[src/rtl/cpu_sequencer_pkg.sv]
// Shared CPU sequencer definitions: sequencer state encoding and the legal
// parameter ranges checked by the sequencer at elaboration.
package cpu_sequencer_pkg;

    typedef enum logic {
        RUN  = 1'b0,
        HALT = 1'b1
    } seq_state_e;

    localparam int MIN_PHASES = 2;
    localparam int MAX_PHASES = 8;
    localparam int MIN_STEPS  = 2;
    localparam int MAX_STEPS_LIMIT = 256;

    function automatic bit params_legal(input int num_phases, input int max_steps);
        return (num_phases >= MIN_PHASES) && (num_phases <= MAX_PHASES) &&
               (max_steps >= MIN_STEPS) && (max_steps <= MAX_STEPS_LIMIT);
    endfunction

endpackage

[src/rtl/cpu_sequencer_phase_gen.sv]
// Phase rotator: one-hot phase strobe that replaces derived clocks.
// Phase parks at 0 whenever run is low, so a restart always begins at phase 0.
module phase_gen #(
    parameter int NUM_PHASES = 3
) (
    input  logic                  clk,
    input  logic                  reset,
    input  logic                  run,
    output logic [NUM_PHASES-1:0] phase_en,
    output logic                  last
);

    localparam int PH_W = $clog2(NUM_PHASES);
    localparam logic [PH_W-1:0] LAST_PH = PH_W'(NUM_PHASES - 1);

    logic [PH_W-1:0] phase;

    always_ff @(posedge clk or negedge reset) begin
        if (!reset) begin
            phase <= '0;
        end else if (!run || (phase == LAST_PH)) begin
            phase <= '0;
        end else begin
            phase <= phase + 1'b1;
        end
    end

    always_comb begin
        phase_en = '0;
        for (int k = 0; k < NUM_PHASES; k++) begin
            phase_en[k] = run && (phase == PH_W'(k));
        end
        last = run && (phase == LAST_PH);
    end

endmodule

[src/rtl/cpu_sequencer.sv]
// Microstep sequencer: phase strobes, microstep counter, halt/single-step
// control and single-level (non-nesting) interrupt acceptance.
module cpu_sequencer
    import cpu_sequencer_pkg::*;
#(
    parameter int NUM_PHASES = 3,
    parameter int MAX_STEPS  = 16,
    parameter int IRQ_EN     = 1,
    localparam int STEP_W    = $clog2(MAX_STEPS)
) (
    input  logic                  clk,
    input  logic                  reset,
    output logic [NUM_PHASES-1:0] phase_en,
    output logic [STEP_W-1:0]     step_cnt,
    input  logic                  step_reset,
    input  logic                  halt_req,
    input  logic                  single_step,
    input  logic                  resume,
    input  logic                  irq,
    input  logic                  irq_ret,
    output logic                  irq_ack,
    output logic                  in_irq,
    output logic                  halted,
    output logic                  step_ovf
);

    localparam bit IRQ_ON = (IRQ_EN != 0);
    localparam logic [STEP_W-1:0] STEP_MAX = STEP_W'(MAX_STEPS - 1);

    if (!params_legal(NUM_PHASES, MAX_STEPS)) begin : g_param_check
        $error("cpu_sequencer: NUM_PHASES or MAX_STEPS outside legal range");
    end

    seq_state_e state;
    seq_state_e next_state;
    logic       run;
    logic       last;
    logic       boundary;
    logic       accept;
    logic       step_at_max;

    phase_gen #(
        .NUM_PHASES(NUM_PHASES)
    ) u_phase_gen (
        .clk     (clk),
        .reset   (reset),
        .run     (run),
        .phase_en(phase_en),
        .last    (last)
    );

    assign boundary    = last && step_reset;
    assign step_at_max = (step_cnt == STEP_MAX);
    assign accept      = IRQ_ON && boundary && irq && !in_irq;

    always_ff @(posedge clk or negedge reset) begin
        if (!reset) begin
            state <= RUN;
        end else begin
            state <= next_state;
        end
    end

    // Halt requests only take effect at the end of a microstep; single-step
    // only at an instruction boundary.
    always_comb begin
        next_state = state;
        case (state)
            RUN: begin
                if (last && (halt_req || (step_reset && single_step))) begin
                    next_state = HALT;
                end
            end
            HALT: begin
                if (resume) begin
                    next_state = RUN;
                end
            end
            default: next_state = RUN;
        endcase
    end

    always_comb begin
        run    = (state == RUN);
        halted = (state == HALT);
    end

    // Counter wraps at MAX_STEPS-1 even without step_reset; that wrap is the
    // overflow condition latched into the sticky flag.
    always_ff @(posedge clk or negedge reset) begin
        if (!reset) begin
            step_cnt <= '0;
            step_ovf <= 1'b0;
            irq_ack  <= 1'b0;
            in_irq   <= 1'b0;
        end else begin
            irq_ack <= accept;
            if (last) begin
                if (step_reset || step_at_max) begin
                    step_cnt <= '0;
                end else begin
                    step_cnt <= step_cnt + 1'b1;
                end
                if (!step_reset && step_at_max) begin
                    step_ovf <= 1'b1;
                end
            end
            if (accept) begin
                in_irq <= 1'b1;
            end else if (boundary && irq_ret) begin
                in_irq <= 1'b0;
            end
        end
    end

endmodule
[config.mk]
export PLATFORM = sky130hd
export DESIGN_NAME = cpu_sequencer
export DESIGN_NICKNAME = d
export VERILOG_FILES = /design/src/rtl/cpu_sequencer_pkg.sv /design/src/rtl/cpu_sequencer_phase_gen.sv /design/src/rtl/cpu_sequencer.sv
export SDC_FILE = /design/constraint.sdc
export NUM_CORES = 1
export LEC_CHECK = 0
export BUFFER_PORTS_ARGS = -buffer_cell sky130_fd_sc_hd__buf_2
export CORE_AREA = 3 3 40 42
export CTS_CLUSTER_SIZE = 30
export DETAILED_ROUTE_END_ITERATION = 10
export DIE_AREA = 0 0 43 45
export PLACE_DENSITY_LB_ADDON = 0.15
export SETUP_SLACK_MARGIN = 0.3
export SYNTH_ARGS = -nofsm -noshare
export SYNTH_HDL_FRONTEND = slang
export SYNTH_SLANG_ARGS = --single-unit
[constraint.sdc]
create_clock -name clk -period 2.5 [get_ports clk]
set_input_delay 0.375 -clock clk [delete_from_list [all_inputs] [get_ports clk]]
set_output_delay 0.375 -clock clk [all_outputs]
set_load 0.01 [all_outputs]
# Yosys cells after proc, flatten, opt, wreduce, memory -nomap -nowiden
# Cells that the tools add are included.
[op_classes]
add_sub_neg = 2
n_eq_ne = 3
muxes = 7
bitwise = 1
n_reduce_logical = 18
[op_table]
columns = ["operator", "n"]
rows = [
  ["1-bit logical AND", 10],
  ["4-bit by 1-bit adder with 4-bit output (second input constant)", 1],
  ["4-bit == test (second input constant)", 1],
  ["1-bit two-way mux", 4],
  ["4-bit two-way mux", 1],
  ["1-bit logical OR", 3],
  ["2-bit by 1-bit adder with 2-bit output (second input constant)", 1],
  ["2-bit by 1-bit == test with 1-bit output (second input constant)", 1],
  ["2-bit == test (second input constant)", 1],
  ["1-bit logical NOT", 2],
  ["2-bit logical NOT", 1],
  ["2-bit two-way mux", 1],
  ["1-bit case mux with 2 select lines", 1],
  ["2-bit AND reduction", 1],
  ["2-bit nonzero test", 1],
  ["1-bit inverter", 1],
]
[word_totals]
reg_bits = 10
input_bits = 8
out_inout_bits = 11

# Logic depth before layout (Yosys ltp)
[logic_depth]
ltp_word = 6
ltp_mapped = 7
mapped_depth_nobuf = 6

# Cells and area by module
# A second synthesis with hierarchy kept.
[hier_totals]
cells_unflattened = 48
area_unflattened_um2 = 508.0
[modules_own_cells]
columns = ["mod", "instances", "cells_per_inst", "area_per_inst_um2"]
rows = [
  ["cpu_sequencer", 1, 35, 364.1],
  ["phase_gen", 1, 13, 143.9],
]

# Worst setup path before layout
# OpenSTA, ideal clock, no wires.
[synth_path]
path_kind = "register to output"
from = "register u_phase_gen.phase[0]"
to = "output phase_en[2]"
t_arrival_ns = 1.019
path_slack_ns = 1.106
stages_incl_launch_ff = 7
path_buffers = 2
cell_sequence = "dfrtp_1 -> inv_1 -> ha_1 -> nand2b_4 -> buf_12 -> inv_6 -> buf_4"
[synth_via]
elab_chain_len = 2
[synth_rtl]
columns = ["item", "line_no", "source"]
rows = [
  ["from (decl)", "cpu_sequencer_phase_gen.sv:16", "logic [PH_W-1:0] phase;"],
  ["from (signal assigned)", "cpu_sequencer_phase_gen.sv:24", "phase <= phase + 1'b1;"],
  ["2-bit == test", "-", ""],
  ["1-bit logical AND", "-", ""],
  ["to (decl)", "cpu_sequencer.sv:13", "output logic [NUM_PHASES-1:0] phase_en,"],
]
# Every way passes these cells.

# Final worst setup path
[layout_path]
from = "register u_phase_gen.phase[0]"
to = "output phase_en[2]"
[layout_via]
elab_chain_len = 2
[layout_rtl]
columns = ["item", "line_no", "source"]
rows = [
  ["2-bit == test", "cpu_sequencer_phase_gen.sv:31", "phase_en[k] = run && (phase == PH_W'(k));"],
  ["1-bit logical AND", "cpu_sequencer_phase_gen.sv:31", ""],
]
# Every way passes these cells.

==> impl_results.md <==
* Status: finished, final reports clean
* Startpoint Class: register
* Clock buffer depth at 2
* Starting Density at 43.5%
* Die area at 1940 um^2
* Critical Path End Type: output pin
* Tmin final at 1700 ps
* Final setup vio count at 0
* TritonCTS buffer count at 3
* Post-cts sizing count at 0
* Seq/Total Area, Yosys at 44.7%
* CTS clk-pin slew, worst paths at 60 ps
* Clk_skew at 2.00 ps
* Syn Nets at 63
* Final Max Tran Viols at 0
* Largest cells by area after synthesis: dfrtp_1, ha_1, nor4_2
* #FFs+latches synth at 10
* Worst slew pin tran at 234 ps
* Share of layout cells above drive strength 1 at 38.6%
* Post-DRT Antenna Nets at 0
* Port bufs at 18
* Clock sink total at 10
* Largest net degree at the start of global routing at 11
* Hold Vio Cnt, Final at 0
* Nets at 84
* Fin crit share at 67.9%
* Num rows at 13
* Worst hold path class: input pin to register
* Core area at 1280 um^2
* Initial antenna violation count at 0
* 1st-pass router iterations at 3
* Critical path type: register to output pin
* Initial DRC count at 4
* Max Clk Rate at 589 MHz
* Top-count cell post-synth: dfrtp_1
* Synth top area share at 44.7%
* Synth unique cells at 26
* Antenna Cells at 0
* Mean Syn Cell Area at 11.0 um^2
* Synth cell count leaders: dfrtp_1, ha_1, a21o_1, a21oi_1, inv_1
* Required time worst endpoint at 2120 ps
* Post-Synthesis Cells at 51
* Crit path max fanout at 9
* R2R setup slack at 1220 ps
* Clk Tree Root Cell: clkbuf_4
* Die X-Extent at 43 um
* Worst-Skew Late Latency at 260 ps
* Wire per inst at 11.6 um
* DP Area at 633 um^2
* Area Overhead vs Synth at 19.0%
* First-pass GRT wire length at 1590 um
* CTS tree: built
* Die height at 45 um
* Routed WL at 987 um
* Total grt overflow at 0
* Ys flop type: dfrtp_1
* Vias after detailed routing at 421
* Vias per cell at 4.95
* EDFF count, synth at 0
* RSZ-0062 raised after global routing: false
* Crit path arrival time at 1320 ps
* Placer Congestion at 0.709
* Gr usage total at 11.2%
* PwrDens at 1160 nW/um^2
* Ys async rst share at 100%
* Top Ports at 19
* Maximum VDD drop at 0.000566 V
* Hpwl dp at 741 um
* Vias in the first global route at 382
* # Max-Cap Violations at 0
* Setup TNS at 0 ps
* Post-Syn Area at 559 um^2
* Cell taking the most area after synthesis: dfrtp_1
* Design Area, Final at 666 um^2
* DRC Markers at 0
* Leak Pwr at 0.355 nW
* Yosys warning total at 0
* H-Tree Depth at 1
* Rel. slew slack at 84.4%
[registers in the layout, indices dropped and copies added, names as in the netlist]
| signal | count |
|---|---|
| step_cnt | 4 |
| in_irq | 1 |
| step_ovf | 1 |
| irq_ack | 1 |
| halted | 1 |
| u_phase_gen.phase | 2 |
[stage by stage]
stage | hold slack, ps | std cells | util [%] | setup slack (ps) | power, mW
floorplan | 79.4 | 51 | - | 1110 | 0.588
global placement | 250 | 81 | 49.3 | 1100 | 0.673
detailed placement | 251 | 81 | 49.3 | 1080 | 0.678
CTS | 293 | 85 | 51.8 | 787 | 0.788
global route | 304 | 85 | 51.8 | 696 | 0.847
finish | 304 | 85 | 51.8 | 803 | 0.775
[critical path, cell delays in order, from the launching register on]
cell and delay (ps):
dfrtp_1 390, inv_1 90, ha_1 240, nand2b_4 130, inv_6 90, buf_2 130
[report_power, final]
part / total, mW / leakage [nW] / internal (mW) / switching, mW
clock network: 0.105 / 0.0138 / 0.0553 / 0.0494
logic: 0.361 / 0.218 / 0.176 / 0.186
registers: 0.309 / 0.123 / 0.232 / 0.0770
[placed cells by master (no fill, tap or decap), types with 2 or more instances in the layout]
master,count
and2b_2,2
inv_1,3
clkbuf_4,3
nor2b_1,2
nand3_1,2
a21o_1,3
buf_2,18
nor4_2,2
nor2_1,2
ha_1,4
dfrtp_1,10
a21oi_1,3
nand2_1,2
[final timing paths]
| path | startpoint | end | cells after the start |
|---|---|---|---|
| min reg2reg | step_ovf | step_ovf | 1 |
| max in group asynchronous | reset | irq_ack | 2 |
| max reg2reg | u_phase_gen.phase[0] | step_cnt[3] | 4 |
| max | u_phase_gen.phase[0] | phase_en[2] | 5 |
| min in group asynchronous | reset | step_cnt[3] | 2 |
| min | resume | halted | 2 |
[layer usage]
layer | vias up | share of wire (%) | track usage (%)
li1 | 219 | - | -
met1 | 187 | 49 | 15.5
met2 | 15 | 44 | 15.9
met3 | 0 | 6.8 | 3.59
met4 | 0 | 0 | 5.42
met5 | - | 0 | 0
[repair_timing]
item | CTS | global route
endpoints found under the setup margin | 0 | 0
hold endpoints to repair | 10 | 0
setup buffers | 0 | 0
hold buffers | 1 | 0
[layout make-up]
| type | count | area (um^2) |
|---|---|---|
| sequential | 10 | 250 |
| timing repair buffer | 19 | 100 |
| clock buffer | 3 | 22.5 |
| tap | 15 | 18.8 |
| multi-input combinational | 34 | 254 |
| inverter | 4 | 20.0 |
| fill | 122 | 619 |
[cell families (layout without fill, tap and decap cells)]
| kind of cell | Yosys count | count (layout) | share of synthesized area [%] |
|---|---|---|---|
| and+or+nand+nor | 18 | 18 | 22.6 |
| buffers and inverters | 7 | 26 | 9.84 |
| AOI/OAI and AO/OA | 12 | 12 | 13.9 |
| adders and majority gates | 4 | 4 | 8.95 |
| DFF | 10 | 10 | 44.7 |
Note: power is estimated with default switching activity, not from simulation.
